--- config.mk ---
export PLATFORM = sky130hd
export DESIGN_NAME = icache_controller
export DESIGN_NICKNAME = d
export VERILOG_FILES = /design/src/rtl/icache_pkg.sv /design/src/rtl/icache_line_store.sv /design/src/rtl/icache_controller.sv
export SDC_FILE = /design/constraint.sdc
export NUM_CORES = 1
export LEC_CHECK = 0
export ABC_AREA = 1
export ABC_CLOCK_PERIOD_IN_PS = 9350
export BUFFER_PORTS_ARGS = -buffer_cell sky130_fd_sc_hd__buf_2
export CAP_MARGIN = 10
export CORE_UTILIZATION = 39
export CTS_BUF_LIST = sky130_fd_sc_hd__clkbuf_8
export DETAILED_ROUTE_END_ITERATION = 12
export GPL_TIMING_DRIVEN = 0
export MAX_ROUTING_LAYER = met4
export REMOVE_ABC_BUFFERS = 1
export SLEW_MARGIN = 20
export SYNTH_ARGS = -nofsm -noshare
export SYNTH_HDL_FRONTEND = slang
export SYNTH_SLANG_ARGS = --single-unit
--- constraint.sdc ---
create_clock -name clock -period 9.35 [get_ports clock]
set_input_delay 0 -clock clock [delete_from_list [all_inputs] [get_ports clock]]
set_output_delay 0 -clock clock [all_outputs]
set_load 0.02 [all_outputs]
--- src/rtl/icache_pkg.sv ---
// icache_pkg: shared types and constants for the direct-mapped instruction cache.
//   state_e  : controller FSM states (IDLE, FETCH, FILL)
//   widths   : line width, block address width, word offset width
//   word_sel : picks one 32-bit instruction word out of a 128-bit line
package icache_pkg;

  localparam int unsigned ADDR_W     = 32;
  localparam int unsigned WORD_W     = 32;
  localparam int unsigned LINE_W     = 128;
  localparam int unsigned BLK_ADDR_W = 28;
  localparam int unsigned BLK_OFF_W  = 4;   // byte offset bits within a 16-byte line
  localparam int unsigned WORD_OFF_W = 2;
  localparam int unsigned CNT_W      = 32;
  localparam int unsigned WAIT_W     = 2;

  typedef enum logic [1:0] {
    IDLE  = 2'd0,
    FETCH = 2'd1,
    FILL  = 2'd2
  } state_e;

  // Word n of a line lives in bits [32n+31:32n] (little-endian byte order).
  function automatic logic [WORD_W-1:0] word_sel(input logic [LINE_W-1:0]     line,
                                                 input logic [WORD_OFF_W-1:0] off);
    logic [WORD_W-1:0] w;
    w = line[0 +: WORD_W];
    case (off)
      2'd1:    w = line[WORD_W +: WORD_W];
      2'd2:    w = line[2*WORD_W +: WORD_W];
      2'd3:    w = line[3*WORD_W +: WORD_W];
      default: w = line[0 +: WORD_W];
    endcase
    return w;
  endfunction

endpackage

--- src/rtl/icache_line_store.sv ---
// icache_line_store: valid/tag/data arrays for the direct-mapped cache.
//   clk, rst_n  : clock, async active-low reset (clears valid bits only)
//   wr_en       : write one line (tag + data) and set its valid bit
//   wr_idx/tag/data : write port
//   rd_idx      : combinational lookup index
//   rd_valid_c, rd_tag_c, rd_data_c : combinational read of the indexed line
module icache_line_store
  import icache_pkg::*;
#(
  parameter  int unsigned LINES = 8,
  localparam int unsigned IW    = $clog2(LINES),
  localparam int unsigned TAG_W = ADDR_W - BLK_OFF_W - IW
) (
  input  logic              clk,
  input  logic              rst_n,
  input  logic              wr_en,
  input  logic [IW-1:0]     wr_idx,
  input  logic [TAG_W-1:0]  wr_tag,
  input  logic [LINE_W-1:0] wr_data,
  input  logic [IW-1:0]     rd_idx,
  output logic              rd_valid_c,
  output logic [TAG_W-1:0]  rd_tag_c,
  output logic [LINE_W-1:0] rd_data_c
);

  logic [LINES-1:0]  valid_q;
  logic [LINES-1:0]  valid_d;
  logic [TAG_W-1:0]  tag_q  [LINES];
  logic [LINE_W-1:0] data_q [LINES];

  // Valid bits: set on fill, cleared only by reset.
  always_comb begin
    valid_d = valid_q;
    if (wr_en) begin
      valid_d[wr_idx] = 1'b1;
    end
  end

  always_ff @(posedge clk or negedge rst_n) begin
    if (!rst_n) begin
      valid_q <= '0;
    end else begin
      valid_q <= valid_d;
    end
  end

  // Tag/data storage needs no reset: contents are qualified by valid.
  always_ff @(posedge clk) begin
    if (wr_en) begin
      tag_q[wr_idx]  <= wr_tag;
      data_q[wr_idx] <= wr_data;
    end
  end

  assign rd_valid_c = valid_q[rd_idx];
  assign rd_tag_c   = tag_q[rd_idx];
  assign rd_data_c  = data_q[rd_idx];

endmodule

--- src/rtl/icache_controller.sv ---
// icache_controller: direct-mapped instruction cache between the fetch stage and
// a 128-bit block instruction memory. Hits return data in the same cycle; a miss
// reads one 16-byte block (FETCH, at least two cycles), writes it (FILL), then the
// lookup is repeated in IDLE and hits.
//   clock, reset         : clock, async active-low reset
//   read, address        : CPU fetch request and byte address
//   readdata, busywait   : instruction word (combinational) and CPU stall
//   mem_read, mem_address, mem_readdata, mem_busywait : block memory read port
//   hit_count, miss_count: performance counters
// Optional feature macro: ICACHE_PERF_CNT_EN enables the counters; otherwise
// hit_count and miss_count are tied to zero.
module icache_controller
  import icache_pkg::*;
#(
  parameter int unsigned LINES = 8
) (
  input  logic                  clock,
  input  logic                  reset,
  input  logic                  read,
  input  logic [ADDR_W-1:0]     address,
  output logic [WORD_W-1:0]     readdata,
  output logic                  busywait,
  output logic                  mem_read,
  output logic [BLK_ADDR_W-1:0] mem_address,
  input  logic [LINE_W-1:0]     mem_readdata,
  input  logic                  mem_busywait,
  output logic [CNT_W-1:0]      hit_count,
  output logic [CNT_W-1:0]      miss_count
);

  localparam int unsigned IW    = $clog2(LINES);
  localparam int unsigned TAG_W = ADDR_W - BLK_OFF_W - IW;

  state_e                state_q, state_d;
  logic [WAIT_W-1:0]     cnt_q, cnt_d;
  logic                  mem_read_q, mem_read_d;
  logic [BLK_ADDR_W-1:0] mem_address_q, mem_address_d;

  logic [WORD_OFF_W-1:0] word_off;
  logic [IW-1:0]         req_idx;
  logic [TAG_W-1:0]      req_tag;
  logic [IW-1:0]         lat_idx;
  logic [TAG_W-1:0]      lat_tag;
  logic                  rd_valid_c;
  logic [TAG_W-1:0]      rd_tag_c;
  logic [LINE_W-1:0]     rd_data_c;
  logic                  hit_c;
  logic                  miss_c;
  logic                  fill_we_c;
  logic                  unused_addr_lsb;

  // Byte-within-word bits carry no information for 32-bit fetches.
  assign unused_addr_lsb = ^address[WORD_OFF_W-1:0];

  assign word_off = address[BLK_OFF_W-1:WORD_OFF_W];
  assign req_idx  = address[BLK_OFF_W+IW-1:BLK_OFF_W];
  assign req_tag  = address[ADDR_W-1:BLK_OFF_W+IW];

  // The latched block address doubles as the fill index and tag.
  assign lat_idx  = mem_address_q[IW-1:0];
  assign lat_tag  = mem_address_q[BLK_ADDR_W-1:IW];

  icache_line_store #(
    .LINES (LINES)
  ) u_store (
    .clk        (clock),
    .rst_n      (reset),
    .wr_en      (fill_we_c),
    .wr_idx     (lat_idx),
    .wr_tag     (lat_tag),
    .wr_data    (mem_readdata),
    .rd_idx     (req_idx),
    .rd_valid_c (rd_valid_c),
    .rd_tag_c   (rd_tag_c),
    .rd_data_c  (rd_data_c)
  );

  assign hit_c  = rd_valid_c && (rd_tag_c == req_tag);
  assign miss_c = (state_q == IDLE) && read && !hit_c;

  // Stall is combinational so a miss stalls the CPU in the lookup cycle itself.
  assign busywait = (state_q != IDLE) || (read && !hit_c);
  assign readdata = word_sel(rd_data_c, word_off);

  // Next-state logic.
  always_comb begin
    state_d       = state_q;
    cnt_d         = cnt_q;
    mem_read_d    = mem_read_q;
    mem_address_d = mem_address_q;
    fill_we_c     = 1'b0;
    case (state_q)
      IDLE: begin
        if (miss_c) begin
          state_d       = FETCH;
          cnt_d         = '0;
          mem_read_d    = 1'b1;
          mem_address_d = address[ADDR_W-1:BLK_OFF_W];
        end
      end
      FETCH: begin
        // Minimum two FETCH cycles: the first edge only advances the counter.
        if ((cnt_q != '0) && !mem_busywait) begin
          fill_we_c  = 1'b1;
          state_d    = FILL;
          mem_read_d = 1'b0;
        end else if (cnt_q != WAIT_W'(3)) begin
          cnt_d = cnt_q + WAIT_W'(1);
        end
      end
      FILL: begin
        state_d = IDLE;
      end
      default: begin
        state_d    = IDLE;
        mem_read_d = 1'b0;
      end
    endcase
  end

  always_ff @(posedge clock or negedge reset) begin
    if (!reset) begin
      state_q       <= IDLE;
      cnt_q         <= '0;
      mem_read_q    <= 1'b0;
      mem_address_q <= '0;
    end else begin
      state_q       <= state_d;
      cnt_q         <= cnt_d;
      mem_read_q    <= mem_read_d;
      mem_address_q <= mem_address_d;
    end
  end

  assign mem_read    = mem_read_q;
  assign mem_address = mem_address_q;

`ifdef ICACHE_PERF_CNT_EN
  logic             lookup_hit_c;
  logic [CNT_W-1:0] hit_count_q, hit_count_d;
  logic [CNT_W-1:0] miss_count_q, miss_count_d;

  assign lookup_hit_c = (state_q == IDLE) && read && hit_c;

  // Free-running wrap-around counters.
  always_comb begin
    hit_count_d  = hit_count_q;
    miss_count_d = miss_count_q;
    if (lookup_hit_c) begin
      hit_count_d = hit_count_q + CNT_W'(1);
    end
    if (miss_c) begin
      miss_count_d = miss_count_q + CNT_W'(1);
    end
  end

  always_ff @(posedge clock or negedge reset) begin
    if (!reset) begin
      hit_count_q  <= '0;
      miss_count_q <= '0;
    end else begin
      hit_count_q  <= hit_count_d;
      miss_count_q <= miss_count_d;
    end
  end

  assign hit_count  = hit_count_q;
  assign miss_count = miss_count_q;
`else
  assign hit_count  = '0;
  assign miss_count = '0;
`endif

endmodule

==> impl_metrics.env <==
export IMPL_finalCritPeriodShare_pct=43.50
export IMPL_yosysWarnings=0
export IMPL_grt_pass1_vias=32881
export IMPL_overflow=0
export IMPL_vias=32758
export IMPL_synth_seq_area_share_pct=75.48
export IMPL_syn_area_mm2=0.05005
export IMPL_power_density_mw_per_mm2=206.8
export IMPL_ys_ff_latch=1265
export IMPL_fp_coreArea_mm2=0.1274
export IMPL_slew_viol_final=0
export IMPL_n_fill_cell=10953
export IMPL_crit_required_ns=9.35
export IMPL_area_growth_pct=23.59
export IMPL_portBuffers=223
export IMPL_fin_crit_ns=4.068
export IMPL_cp_arrival_ns=4.07
export IMPL_critPathTopFamily="buffers and inverters"
export IMPL_dp_hpwl_um=71180
export IMPL_post_synth_num_cell_types=23
export IMPL_route_detailed_drc=2
export IMPL_hp_class="in2async"
export IMPL_clkSlewWorstSetupHoldPaths_ns=0.06
export IMPL_peakVddDrop_v=0.0001329
export IMPL_cpPeakStageDelay_ns=0.54
export IMPL_place_congestion=0.7238
export IMPL_die_x_um=360.3
export IMPL_grt_max_degree=134
export IMPL_ant_nets=0
export IMPL_drive_gt1_share_pct=13.12
export IMPL_clockBufferDepth=3
export IMPL_outcome="finished, violations left"
export IMPL_cts_sinks=1265
export IMPL_setup_violations=0
export IMPL_violations="design-rule violations"
export IMPL_slew_headroom_pct=48.52
export IMPL_syn_inst=3805
export IMPL_path_buf_inv=6
export IMPL_cts_setup_buffers=0
export IMPL_drt_pass1_iterations=9
export IMPL_layout_commonest_cell="edfxtp_1"
export IMPL_cts_made_buffers=202
export IMPL_cts_tree="done"
export IMPL_fin_worst_skew_ns=0.03785
export IMPL_crit_chain="buf_8 > buf_16 > inv_8 > buf_16 > buf_16 > nand2_1 > nand2_1 > nand2_1 > nand3_1 > nand2_1 > nand2_1 > nand2_1 > nor2_1 > nand2_1 > nor2_1 > nand3_1 > nand3_4 > nand2_1 > buf_2"
export IMPL_finalNetCount=4583
export IMPL_total_power_mw=12.79
export IMPL_p_leak_nw=21.61
export IMPL_start_util_pct=39.30
export IMPL_max_clock_freq_mhz=245.8
export IMPL_max_cap_violations=0
export IMPL_routed_via_density=5.226
export IMPL_grtUsageTotal_pct=20.16
export IMPL_start_kind="input port"
export IMPL_grt_first_pass_wirelength_um=195300
export IMPL_routed_wl_um=128000
export IMPL_pre_cts_ws_ns=5.146
export IMPL_h_tree_depth=4
export IMPL_die_area_mm2=0.1298
export IMPL_rsz0062_at_grt="false"
export IMPL_final_cell_mix="edfxtp_1, nor2_1, o21ai_0"
export IMPL_cts_root_buf="clkbuf_8"
export IMPL_wl_per_cell_um=20.42
export IMPL_rows=131
export IMPL_clk_latency_ns=0.93
export IMPL_crit_path_top_delay_cell="nand3_4"
export IMPL_ios=290
export IMPL_fin_ws_ns=5.282
export IMPL_crit_path_frequent_cell="nand2_1"
export IMPL_worstMarginPinSlew_ns=0.7722
export IMPL_die_h_um=360.3
export IMPL_hold_violations=0
export IMPL_syn_avg_cell_area_um2=13.15
export IMPL_drt_iter0_drc=2356
export IMPL_worstSetupPathType="in2out"
export IMPL_antenna_found_initial=20
export IMPL_end_kind="primary output"
export IMPL_path_max_fanout=127
[cells in the mapped netlist]
master	instances	share of area, %
o21bai_1	32	0.48
inv_1	114	0.85
clkbuf_1	197	1.5
or2_2	9	0.11
edfxtp_1	1224	73
nor2_1	666	5.0
buf_2	50	0.50
buf_4	66	0.99
o21ai_1	26	0.26
nor3_1	1	0.010
nand3_2	1	0.020
inv_2	2	0.015
o2111ai_1	32	0.56
o211ai_1	75	1.1
nand2_1	321	2.4
buf_1	7	0.053
conb_1	1	0.0075
o221ai_1	117	2.0
nand3_1	131	1.3
o21ai_0	551	5.5
o22ai_1	139	1.7
ha_1	2	0.050
dfrtp_1	41	2.0
[metal layers]
| layer | routed length (um) | up-vias | global-route usage [%] |
|---|---|---|---|
| met5 | 0 | - | - |
| met4 | 2792 | 0 | 6.712 |
| met3 | 7425 | 201 | 3.610 |
| met2 | 64130 | 1053 | 33.55 |
| met1 | 53650 | 16239 | 24.81 |
| li1 | - | 15265 | - |
[area by class of cell]
type                       count  area [um2]  area share, %
antenna                       18       45.04        0.07281
clock buffer                 214        2945          4.761
clock inverter               161       845.8          1.367
inverter                     116       460.4         0.7443
multi-input combinational   2167       10650          17.22
sequential                  1265       37780          61.07
tap                         1662        2079          3.362
timing repair buffer         665        7052          11.40
[stage by stage]
step	instances	TNS [ns]	utilization [%]	area (um2)	hold slack, ns
2_1_floorplan	3548	0	-	48780	-0.2956
3_3_place_gp	5433	-9677.05	40.81	51970	0.2045
3_5_place_dp	5538	0	42.90	54630	0.08157
4_1_cts	6250	0	48.54	61820	0.06836
5_1_grt	6267	0	48.57	61860	0.1371
6_report	6268	0	48.57	61860	0.1519
[sequential cells by signal, summed over array words and instances, names as in the netlist]
signal and flops:
cnt_q 2, mem_address 28, mem_read 1, state_q 2
u_store.data_q 1024, u_store.tag_q 200, u_store.valid_q 8
[cell families after synthesis]
group                      after synthesis  share of synthesized area (%)
DFF                                   1265                          75.48
and+or+nand+nor                       1129                          8.854
AOI/OAI and AO/OA                      972                          11.72
buffers and inverters                  436                          3.890
adders and majority gates                2                        0.04999
other                                    1                       0.007492
[path summary, 6_finish.rpt]
kind	from	end	slack (ns)	cells past startpoint
setup / recovery	address[4]	busywait	5.28	19
hold / removal	reset	mem_address[15]$_DFFE_PN0P_	0.15	4
setup reg to reg	cnt_q[0]$_DFFE_PN0P_	u_store.data_q[3][1]$_DFFE_PP_	6.02	11
hold reg to reg	u_store.valid_q[4]$_DFFE_PN0P_	u_store.valid_q[4]$_DFFE_PN0P_	0.47	1
max in group asynchronous	reset	u_store.valid_q[7]$_DFFE_PN0P_	8.91	4
min in group clock	address[5]	mem_address[1]$_DFFE_PN0P_	0.24	3
[repair_timing]
action | 4_1_cts | 5_1_grt
hold buffers | 337 | 0
resized for setup | 0 | 0
hold endpoints to repair | 1174 | 0
setup endpoints to repair | 0 | 0
[power breakdown]
| part | switching, mW | total, mW | internal (mW) |
|---|---|---|---|
| clock | 2.17 | 4.40 | 2.23 |
| sequential | 0.189 | 6.87 | 6.68 |
| combinational | 0.954 | 1.52 | 0.565 |
| total | 3.31 | 12.8 | 9.48 |
[tightest hold or removal path: cells and delay by family]
kind | cells | cell delay [ns]
buf+inv | 4 | 1.45
Note: power is estimated with default switching activity, not from simulation.
